==> config.mk <==
export PLATFORM = sky130hd
export DESIGN_NAME = riscv_ula
export DESIGN_NICKNAME = d
export VERILOG_FILES = /design/src/rtl/riscv_ula.sv
export SDC_FILE = /design/constraint.sdc
export NUM_CORES = 1
export LEC_CHECK = 0
export CAP_MARGIN = 5
export CORE_MARGIN = 5
export CORE_UTILIZATION = 44
export CTS_CLUSTER_DIAMETER = 30
export DETAILED_ROUTE_END_ITERATION = 8
export MAX_ROUTING_LAYER = met4
export PLACE_DENSITY = 0.76
export RECOVER_POWER = 50
export SLEW_MARGIN = 20
export SYNTH_ARGS = -nofsm -noshare
export SYNTH_HDL_FRONTEND = slang
export SYNTH_SLANG_ARGS = --single-unit
==> constraint.sdc <==
create_clock -name clk -period 3.6 [get_ports clk]
set_clock_uncertainty 0.15 [all_clocks]
set_input_delay 0.72 -clock clk [delete_from_list [all_inputs] [get_ports clk]]
set_output_delay 0.72 -clock clk [all_outputs]
set_load 0.01 [all_outputs]
==> src/rtl/riscv_ula.sv <==
// Integer ALU for the single-cycle datapath: add/sub/and/or/xor/slt/sltu.
// Ports: SrcA/SrcB/ULAControl in; ULAResult/Zero/Carry/Overflow comb; Flags reg.
module riscv_ula #(
  parameter int WIDTH = 8
) (
  input  logic             clk,
  input  logic             rst_n,
  input  logic [WIDTH-1:0] SrcA,
  input  logic [WIDTH-1:0] SrcB,
  input  logic [2:0]       ULAControl,
  input  logic             FlagsEn,
  output logic [WIDTH-1:0] ULAResult,
  output logic             Zero,
  output logic             Carry,
  output logic             Overflow,
  output logic [3:0]       Flags
);

  localparam logic [2:0] OP_ADD  = 3'b000;
  localparam logic [2:0] OP_SUB  = 3'b001;
  localparam logic [2:0] OP_AND  = 3'b010;
  localparam logic [2:0] OP_OR   = 3'b011;
  localparam logic [2:0] OP_XOR  = 3'b100;
  localparam logic [2:0] OP_SLT  = 3'b101;
  localparam logic [2:0] OP_SLTU = 3'b110;

  logic             use_sub;
  logic [WIDTH-1:0] b_eff;
  logic [WIDTH:0]   sum;
  logic             sum_c;
  logic             sum_v;
  logic             lt_s;
  logic             lt_u;

  // ADD, SUB, SLT and SLTU share one adder; subtraction is A + ~B + 1.
  assign use_sub = (ULAControl == OP_SUB) ||
                   (ULAControl == OP_SLT) ||
                   (ULAControl == OP_SLTU);
  assign b_eff = use_sub ? ~SrcB : SrcB;
  assign sum   = {1'b0, SrcA} + {1'b0, b_eff} +
                 {{WIDTH{1'b0}}, use_sub};
  assign sum_c = sum[WIDTH];

  // Overflow when both adder inputs agree in sign but the result differs.
  assign sum_v = (SrcA[WIDTH-1] == b_eff[WIDTH-1]) &&
                 (sum[WIDTH-1] != SrcA[WIDTH-1]);

  // Signed less-than must correct the sign by overflow (e.g. 0x80 vs 0x7F);
  // unsigned less-than is simply a borrow.
  assign lt_s = sum[WIDTH-1] ^ sum_v;
  assign lt_u = ~sum_c;

  always_comb begin
    ULAResult = '0;
    Carry     = 1'b0;
    Overflow  = 1'b0;
    case (ULAControl)
      OP_ADD: begin
        ULAResult = sum[WIDTH-1:0];
        Carry     = sum_c;
        Overflow  = sum_v;
      end
      OP_SUB: begin
        ULAResult = sum[WIDTH-1:0];
        Carry     = sum_c;
        Overflow  = sum_v;
      end
      OP_AND: ULAResult = SrcA & SrcB;
      OP_OR:  ULAResult = SrcA | SrcB;
      OP_XOR: ULAResult = SrcA ^ SrcB;
      OP_SLT: begin
        ULAResult = {{(WIDTH-1){1'b0}}, lt_s};
        Carry     = sum_c;
      end
      OP_SLTU: begin
        ULAResult = {{(WIDTH-1){1'b0}}, lt_u};
        Carry     = sum_c;
      end
      default: begin
        ULAResult = '0;
        Carry     = 1'b0;
        Overflow  = 1'b0;
      end
    endcase
  end

  assign Zero = ~|ULAResult;

  always_ff @(posedge clk or negedge rst_n) begin
    if (!rst_n) begin
      Flags <= 4'b0000;
    end else if (FlagsEn) begin
      Flags <= {ULAResult[WIDTH-1], Zero, Carry, Overflow};
    end
  end

endmodule

==> run_results.csv, run 1 <==
group,metric,value,unit
sta,max_slew_margin,0.666,
cts,cts_tree,"built",
final_layout,final-seq-area,100,um2
worst_setup_path,r2r-end,"Flags[1]",
die,start_util,0.465,
grt,globalRouteOverflowTotal,0,
sta,hold_ws,0.370,ns
routing,vias,2039,
routing,viasPerCell,6.39,
grt,antenna_found_initial,0,
hold_path,hp-class,"flop to flop",
final_layout,regMostFlops,"Flags",
cts,clockBufferDepth,2,
synthesis,synth_nets,226,
worst_setup_path,critPathSlowestCell,"o31ai_4",
worst_setup_path,ff2ff_setup_slack,2.65,ns
worst_setup_path,required,2.73,ns
sta,worst_slew_pin_slew,0.495,ns
sta,hold_violations,0,
final_layout,mostFrequentLayoutCells,"buf_4 (72), ha_1 (21), inv_1 (17)",
sta,post-route-period-util,1.12,
sta,max_freq,248,MHz
cts,cts_sinks,4,
cts,hold_buffers,0,
die,dieArea,4160,um2
worst_setup_path,cpPeakStageDelay,0.29,ns
hold_path,whs_endpoint,"Flags[2]",
synthesis,synthDistinctLibCells,43,
synthesis,postSynthAreaPerCell,7.33,um2
final_layout,syn_to_final_growth,98.7,%
worst_setup_path,arrival,3.17,ns
job,drv_cap,0,
routing,firstDrtPassIters,5,
placed_design,hpwl,3770,um
grt,grt_pass1_wl,10000,um
synthesis,syn_area,1310,um2
routing,dr.first_iter.drc_count,178,
final_layout,finalInstanceArea,2590,um2
final_layout,top_regs,"Flags (4)",
final_layout,diodes,0,
routing,wl_per_cell,23.8,um
die,io_pins,37,
synthesis,synth-edff-count,0,
cts,htree_levels,1,
power_and_ir_drop,power_density,280,nW/um2
synthesis,yosysTopAreaCell,"ha_1",
sta,final-max-slew-violation-count,0,
routing,drc_errors,0,
worst_setup_path,critPathCaptureType,"output port",
routing,totalWireLength,7590,um
worst_setup_path,path_common_cell,"buf_2",
worst_setup_path,r2r-start,"Flags[1]",
run_status,status,"finished with violations",
die,die_y,64.5,um
final_layout,nFillCells,120,
power_and_ir_drop,p_leak,1.28,nW
hold_path,hp-start,"Flags[2]",
sta,rsz0062_at_grt,"yes",
worst_setup_path,crit_type,"input pin to output port",
run_status,failed_checks,"setup timing",
synthesis,seq_area_frac_synth,0.0767,
worst_setup_path,cp_cell_sequence,"buf_2 > nand2b_4 > nand2_8 > buf_12 > xnor2_2 > ha_4 > buf_4 > a21oi_1 > o221ai_1 > a21boi_4 > o31ai_4 > o2111ai_4 > nor2_2 > buf_2",
final_layout,final_common_cell,"buf_4",
grt,grt_pass1_vias,1914,
die,row_count,19,
sta,setup_viol_count_final,9,
hold_path,min_path_cells,2,
cts,clk_pin_slew,0.04,ns
cts,clockRootBuffer,"clkbuf_4",
grt,grt_max_degree,20,
sta,fin_ws,-0.439,ns
final_layout,drive_above_1_share,0.503,
worst_setup_path,reg2reg_depth,1,
worst_setup_path,crit_path_start_kind,"input pin",
placed_design,dpl_cell_area,2130,um2
final_layout,multi_input_area,1430,um2
worst_setup_path,crit_fanout,6,
sta,min_period,4.04,ns
synthesis,synth_flop_cell,"dfrtp_1",
die,fp.dieW,64.5,um
synthesis,synth_area_leaders,"ha_1 (24%), dfrtp_1 (7.7%), inv_1 (7.5%), xnor2_1 (6.7%), a21oi_1 (5.8%)",
final_layout,num-nets-final,338,
final_layout,largest_reg_flops,4,
die,core,2810,um2
placed_design,port_buffers,36,
synthesis,synth_top_area_frac,0.240,
placed_design,gp_congestion,0.871,
final_layout,final_util,0.924,
synthesis,async_flop_share,1.00,
synthesis,yosysWarningCount,0,
grt,track_usage,0.324,
synthesis,synth-seq-cells,4,
routing,antenna_left,0,
synthesis,synth_cells,178,
cts,cts_made_buffers,3,
cts,worstSkewPairLatency,0.26,ns
power_and_ir_drop,ir_worst_vdd,0.000239,V
-- stage by stage --
stage	setup TNS, ns	setup slack (ns)	power [W]	std cells
2_1_floorplan	0	0.0316	0.000250	178
3_3_place_gp	-9.91	-1.18	0.000438	296
3_5_place_dp	-11.11	-1.26	0.000453	296
4_1_cts	-0.836	-0.253	0.000611	314
5_1_grt	-2.98	-0.587	0.000760	319
6_report	-2.38	-0.439	0.000725	319
-- cell usage after synthesis, types with 2 or more instances --
library cell,instances
inv_1,26
ha_1,25
a21oi_1,15
nor2_1,14
nand2_1,11
xnor2_1,10
nand2b_1,6
o21ai_0,6
a211oi_1,5
nor3_1,5
dfrtp_1,4
a31oi_1,3
clkbuf_1,3
nand3b_1,3
nor3b_1,3
nor4_1,3
o21a_1,3
and3_1,2
buf_2,2
mux2_2,2
nand3_1,2
o2111ai_1,2
o221ai_1,2
o31ai_1,2
-- cell type report --
type / count / area share
Clock buffer: 3 / 0.00869
Inverter: 26 / 0.0376
Multi-Input combinational cell: 143 / 0.552
Sequential cell: 4 / 0.0386
Tap cell: 31 / 0.0150
Timing Repair Buffer: 112 / 0.348
-- critical path, delay by kind of cell --
kind	cells	cell delay [ns]
AO/OA/AOI/OAI	5	0.99
XOR/XNOR	1	0.23
adder cells (fa/ha/maj)	1	0.27
buffers and inverters	4	0.57
AND/OR/NAND/NOR	3	0.38
-- worst max-delay path by stage --
| stage | startpoint | to | slack [ns] | cells past startpoint |
|---|---|---|---|---|
| 2_1_floorplan | ULAControl[0] | Zero | 0.03 | 11 |
| 3_3_place_gp | ULAControl[0] | Zero | -1.18 | 13 |
| 3_5_place_dp | ULAControl[1] | Zero | -1.26 | 12 |
| 4_1_cts | ULAControl[0] | Zero | -0.25 | 14 |
| 5_1_grt | ULAControl[1] | Zero | -0.59 | 14 |
| 6_report | ULAControl[1] | Zero | -0.44 | 14 |
-- kinds of logic after synthesis --
logic type	synth area share
buf+inv	0.0911
flops	0.0767
mux	0.0173
xor+xnor	0.0738
simple gates	0.235
fa+ha+maj	0.255
compound gates	0.251
-- metal layers --
layer / up-vias / wire, um / track usage
met1: 967 / 2750 / 0.380
met3: 54 / 686 / 0.0449
met5: - / 0 / -
met2: 165 / 3660 / 0.554
li1: 853 / - / -
met4: 0 / 488 / 0.140
-- power by group --
part           internal, W  switching [W]
Combinational     0.000309       0.000296
Clock            0.0000378      0.0000266
Sequential       0.0000510     0.00000387
-- repair_timing --
action,in CTS,in global routing
resized for setup,110,22
setup buffers,15,6
setup endpoints to repair,13,11
pin swaps,29,22
Note: power is estimated with default switching activity, not from simulation.
==> inputs of run 2 (changes only) <==
CORE_ASPECT_RATIO = 0.9   (was not set)
GPL_ROUTABILITY_DRIVEN = 0   (was not set)
==> run_results.csv, run 2 (synthesis gave the netlist of run 1 again) <==
group,metric,value,unit
worst_setup_path,crit_fanout,7,
die,core,2790,um2
final_layout,final-seq-area,100,um2
cts,cts_sinks,4,
hold_path,whs_endpoint,"Flags[2]",
die,io_pins,37,
hold_path,hp-start,"Flags[2]",
worst_setup_path,crit_type,"input pin to output port",
sta,fin_ws,-0.545,ns
sta,worst_slew_pin_slew,0.726,ns
sta,hold_violations,0,
cts,htree_levels,1,
die,start_util,0.467,
power_and_ir_drop,power_density,300,nW/um2
worst_setup_path,required,2.73,ns
final_layout,multi_input_area,1460,um2
sta,max_freq,241,MHz
power_and_ir_drop,ir_worst_vdd,0.000276,V
routing,dr.first_iter.drc_count,423,
grt,grt_pass1_vias,2096,
routing,vias,2368,
worst_setup_path,critPathCaptureType,"output port",
cts,clockBufferDepth,2,
placed_design,pre_cts_slack,-1.30,ns
sta,min_period,4.14,ns
final_layout,regMostFlops,"Flags",
final_layout,top_regs,"Flags (4)",
worst_setup_path,ff2ff_setup_slack,2.62,ns
die,fp.dieW,67.4,um
sta,tns,-3.33,ns
placed_design,port_buffers,36,
hold_path,hp-class,"flop to flop",
final_layout,mostFrequentLayoutCells,"buf_4 (63), ha_1 (21), inv_1 (17), buf_6 (17), nor2_1 (11)",
final_layout,drive_above_1_share,0.531,
run_status,status,"finished with violations",
final_layout,final_common_cell,"buf_4",
hold_path,min_path_cells,2,
worst_setup_path,r2r-start,"Flags[1]",
grt,antenna_found_initial,0,
grt,globalRouteOverflowTotal,0,
cts,clk_pin_slew,0.04,ns
sta,post-route-period-util,1.15,
die,die_y,61.7,um
worst_setup_path,r2r-end,"Flags[1]",
final_layout,nFillCells,61,
worst_setup_path,crit_path_start_kind,"input pin",
worst_setup_path,cpPeakStageDelay,0.33,ns
power_and_ir_drop,p_total,0.000803,W
routing,totalWireLength,9540,um
cts,cts_tree,"built",
final_layout,largest_reg_flops,4,
cts,clockRootBuffer,"clkbuf_4",
placed_design,place_inst,307,
worst_setup_path,arrival,3.27,ns
grt,track_usage,0.354,
sta,max_slew_margin,0.514,
final_layout,instances_no_fill,328,
grt,grt_max_degree,21,
sta,setup_viol_count_final,10,
worst_setup_path,cp_cell_sequence,"buf_8 > buf_6 > nand2b_4 > nand2_8 > xnor2_4 > ha_4 > buf_6 > a21oi_4 > buf_6 > o211ai_1 > buf_4 > a21boi_4 > o31ai_4 > o2111ai_4 > nor2_2 > buf_2",
placed_design,hpwl,3910,um
routing,antenna_left,0,
routing,drc_errors,0,
job,drv_cap,0,
worst_setup_path,reg2reg_depth,1,
run_status,failed_checks,"setup timing",
worst_setup_path,critPathSlowestCell,"o31ai_4",
final_layout,diodes,0,
die,dieArea,4160,um2
cts,worstSkewPairLatency,0.25,ns
routing,firstDrtPassIters,6,
final_layout,num-nets-final,338,
cts,cts_made_buffers,3,
worst_setup_path,path_common_cell,"buf_6",
grt,grt_pass1_wl,10500,um
routing,viasPerCell,7.22,
power_and_ir_drop,p_leak,1.31,nW
routing,wl_per_cell,29.1,um
final_layout,syn_to_final_growth,105,%
die,row_count,18,
sta,final-max-slew-violation-count,0,
sta,rsz0062_at_grt,"yes",
## run 2: cell count changes in the layout (fill, tap and decap cells not counted), moves of 2 or more
cell / before / now
buf_6: 5 / 17
buf_4: 72 / 63
a211oi_2: 0 / 3
a211oi_4: 3 / 0
a21oi_1: 12 / 9
a21oi_2: 1 / 3
buf_2: 9 / 7
nor2_1: 13 / 11
o21ai_1: 2 / 0
xnor2_4: 2 / 4
## run 2: critical path, delay by kind of cell
kind | cells | cell delay, ns
AOI/OAI and AO/OA | 5 | 0.96
buffers and inverters | 6 | 0.77
xor gates and xnor gates | 1 | 0.19
adders and majority gates | 1 | 0.30
and+or+nand+nor | 3 | 0.33
## run 2: stage by stage
step	instance area [um2]	util	hold WS [ns]
after CTS	2500	0.895	0.340
after detailed placement	2150	0.771	0.332
final	2680	0.959	0.405
after floorplan	1330	-	0.274
after global placement	2150	0.771	0.318
after global routing	2680	0.959	0.413
## run 2: worst max-delay path by stage
| stage | startpoint | end | slack [ns] | cells past startpoint |
|---|---|---|---|---|
| after floorplan | ULAControl[0] | Zero | 0.03 | 11 |
| after global placement | ULAControl[1] | Zero | -1.21 | 12 |
| after detailed placement | ULAControl[1] | Zero | -1.30 | 12 |
| after CTS | ULAControl[0] | Zero | -0.30 | 13 |
| after global routing | ULAControl[0] | Zero | -0.58 | 15 |
| final | ULAControl[0] | Zero | -0.54 | 16 |
## run 2: cell type report
type / instances / share of cell area
multi-input cells: 143 / 0.546
repair buffers: 112 / 0.353
flip-flops and latches: 4 / 0.0374
inverters: 26 / 0.0364
well taps: 40 / 0.0187
clock buffers: 3 / 0.00841
## run 2: layer usage
layer / up-vias / wire (um) / GRT usage
met3: 141 / 1320 / 0.0566
li1: 856 / - / -
met4: 0 / 1080 / 0.223
met2: 312 / 4050 / 0.636
met5: - / 0 / -
met1: 1059 / 3090 / 0.361
## run 2: repair_timing
action,4_1_cts,5_1_grt
resized for setup,117,34
setup endpoints to repair,13,11
pin swaps,33,21
cloned,0,0
hold buffers,0,0
setup buffers,13,6
## run 2: report_power, final
group | internal (W) | switching (W)
sequential | 0.0000510 | 0.00000517
combinational | 0.000327 | 0.000354
clock | 0.0000379 | 0.0000275
==> inputs of run 3 (changes only) <==
CELL_PAD_IN_SITES_DETAIL_PLACEMENT = 0   (was not set)
CELL_PAD_IN_SITES_GLOBAL_PLACEMENT = 1   (was not set)
CORE_UTILIZATION = 41   (was 44)
DONT_BUFFER_PORTS = 1   (was not set)
PLACE_DENSITY = 0.74   (was 0.76)
==> run_results.csv, run 3 (synthesis gave the netlist of run 1 again) <==
group,metric,value,unit
die,fp.dieW,69.5,um
die,io_pins,37,
sta,fin_ws,-0.151,ns
die,core,3070,um2
power_and_ir_drop,p_leak,0.858,nW
placed_design,port_buffers,0,
grt,grt_max_degree,23,
sta,rsz0062_at_grt,"yes",
final_layout,top_regs,"Flags (4)",
final_layout,nFillCells,276,
sta,max_freq,267,MHz
sta,worst_slew_pin_slew,0.564,ns
cts,clockRootBuffer,"clkbuf_4",
placed_design,place_inst,245,
final_layout,largest_reg_flops,4,
worst_setup_path,cp_cell_sequence,"nand3b_4 > nand2_8 > buf_6 > xnor2_2 > ha_1 > o21a_1 > nor3_2 > or4_4 > a211oi_2 > o2111ai_2 > nor2_2",
worst_setup_path,crit_path_start_kind,"input pin",
final_layout,syn_to_final_growth,39.5,%
worst_setup_path,crit_family,"simple AND/OR/NAND/NOR gates",
final_layout,instances_no_fill,255,
final_layout,mostFrequentLayoutCells,"buf_4 (34), inv_1 (25), ha_1 (22)",
worst_setup_path,arrival,2.88,ns
final_layout,final_common_cell,"buf_4",
sta,setup_viol_count_final,4,
die,die_y,63.5,um
routing,totalWireLength,4330,um
worst_setup_path,required,2.73,ns
final_layout,drive_above_1_share,0.347,
routing,antenna_left,0,
cts,cts_made_buffers,3,
grt,grt_pass1_vias,1425,
grt,grt_pass1_wl,6670,um
worst_setup_path,critPathSlowestCell,"or4_4",
power_and_ir_drop,power_density,263,nW/um2
worst_setup_path,critPathCaptureType,"output port",
final_layout,diodes,0,
cts,cts_sinks,4,
power_and_ir_drop,swShare,0.440,
sta,max_slew_margin,0.623,
placed_design,hpwl,3240,um
cts,cts_tree,"built",
die,row_count,19,
cts,clockBufferDepth,2,
grt,globalRouteOverflowTotal,0,
worst_setup_path,cpPeakStageDelay,0.53,ns
power_and_ir_drop,clkPwrFrac,0.121,
hold_path,hp-class,"input pin to async pin",
worst_setup_path,critPathBufInv,1,
sta,post-route-period-util,1.04,
sta,final-max-slew-violation-count,0,
power_and_ir_drop,p_total,0.000479,W
routing,dr.first_iter.drc_count,135,
cts,clk_pin_slew,0.04,ns
job,drv_cap,0,
final_layout,num-nets-final,263,
cts,worstSkewPairLatency,0.24,ns
final_layout,regMostFlops,"Flags",
power_and_ir_drop,ir_worst_vdd,0.000156,V
die,start_util,0.426,
routing,drc_errors,0,
grt,antenna_found_initial,0,
sta,min_period,3.75,ns
run_status,status,"finished with violations",
run_status,failed_checks,"setup timing",
grt,track_usage,0.190,
cts,hold_buffers,0,
routing,firstDrtPassIters,4,
routing,viasPerCell,5.72,
cts,htree_levels,1,
sta,hold_violations,0,
power_and_ir_drop,p_comb_frac,0.757,
routing,vias,1459,
worst_setup_path,crit_fanout,22,
routing,wl_per_cell,17.0,um
die,dieArea,4410,um2
power_and_ir_drop,p_int,0.000268,W
power_and_ir_drop,power.switching,0.000211,W
worst_setup_path,crit_type,"input pin to output port",
power_and_ir_drop,pwr-share-seq,0.122,
run 3: cell count changes in the layout (fill, tap and decap cells not counted), sizes merged:
cell | previous run | this run
buf | 88 | 37
clkbuf | 4 | 3
clkdlybuf4s50 | 9 | 0
dlygate4sd2 | 8 | 0
dlygate4sd3 | 4 | 0
dlymetal6s2s | 2 | 0
run 3: timing repair:
item / CTS / global route
resized for setup: 12 / 19
setup endpoints to repair: 6 / 6
pin swaps: 9 / 15
buffers inserted: 2 / 6
gates cloned: 0 / 0
run 3: final cells by class:
type | count | area, um2 | share of cell area
multi-input cells | 143 | 1260 | 0.690
repair buffers | 37 | 289 | 0.159
flip-flops and latches | 4 | 100 | 0.0550
inverters | 26 | 100 | 0.0550
well taps | 42 | 52.6 | 0.0289
clock buffers | 3 | 22.5 | 0.0124
run 3: final timing paths:
kind,from,end,slack [ns],cells past startpoint
setup / recovery,ULAControl[0],Zero,-0.15,11
hold / removal,rst_n,Flags[3],0.03,0
setup reg to reg,Flags[1],Flags[1],2.64,1
hold reg to reg,Flags[0],Flags[0],0.43,1
max in group asynchronous,rst_n,Flags[1],3.21,0
min in group clk,Flags[0],Flags[0],0.43,1
run 3: stage by stage:
stage / hold WS (ns) / setup slack, ns / setup TNS, ns / utilization / cell area, um2
2_1_floorplan: 0.274 / 0.0316 / 0 / - / 1330
4_1_cts: 0.0221 / -0.0737 / -0.200 / 0.548 / 1680
5_1_grt: 0.0135 / -0.225 / -0.724 / 0.594 / 1820
3_3_place_gp: 0.275 / -0.241 / -0.317 / 0.517 / 1590
3_5_place_dp: 0.275 / -0.247 / -0.377 / 0.517 / 1590
6_report: 0.0253 / -0.151 / -0.279 / 0.594 / 1820
run 3: metal layers:
layer	global-route usage	up-vias	share of wire	routed length (um)
met2	0.306	41	0.49	2130
met4	0.0780	0	0.018	79
met1	0.237	706	0.44	1920
met3	0.0286	8	0.046	199
li1	-	704	-	-
met5	-	-	0	0
run 3: power groups by stage:
stage | combinational [W] | clock, W | sequential (W)
6_report | 0.000362 | 0.0000581 | 0.0000584
5_1_grt | 0.000390 | 0.0000616 | 0.0000587
4_1_cts | 0.000313 | 0.0000583 | 0.0000587
3_5_place_dp | 0.000287 | 0 | 0.0000593
3_3_place_gp | 0.000282 | 0 | 0.0000584
2_1_floorplan | 0.000192 | 0 | 0.0000572
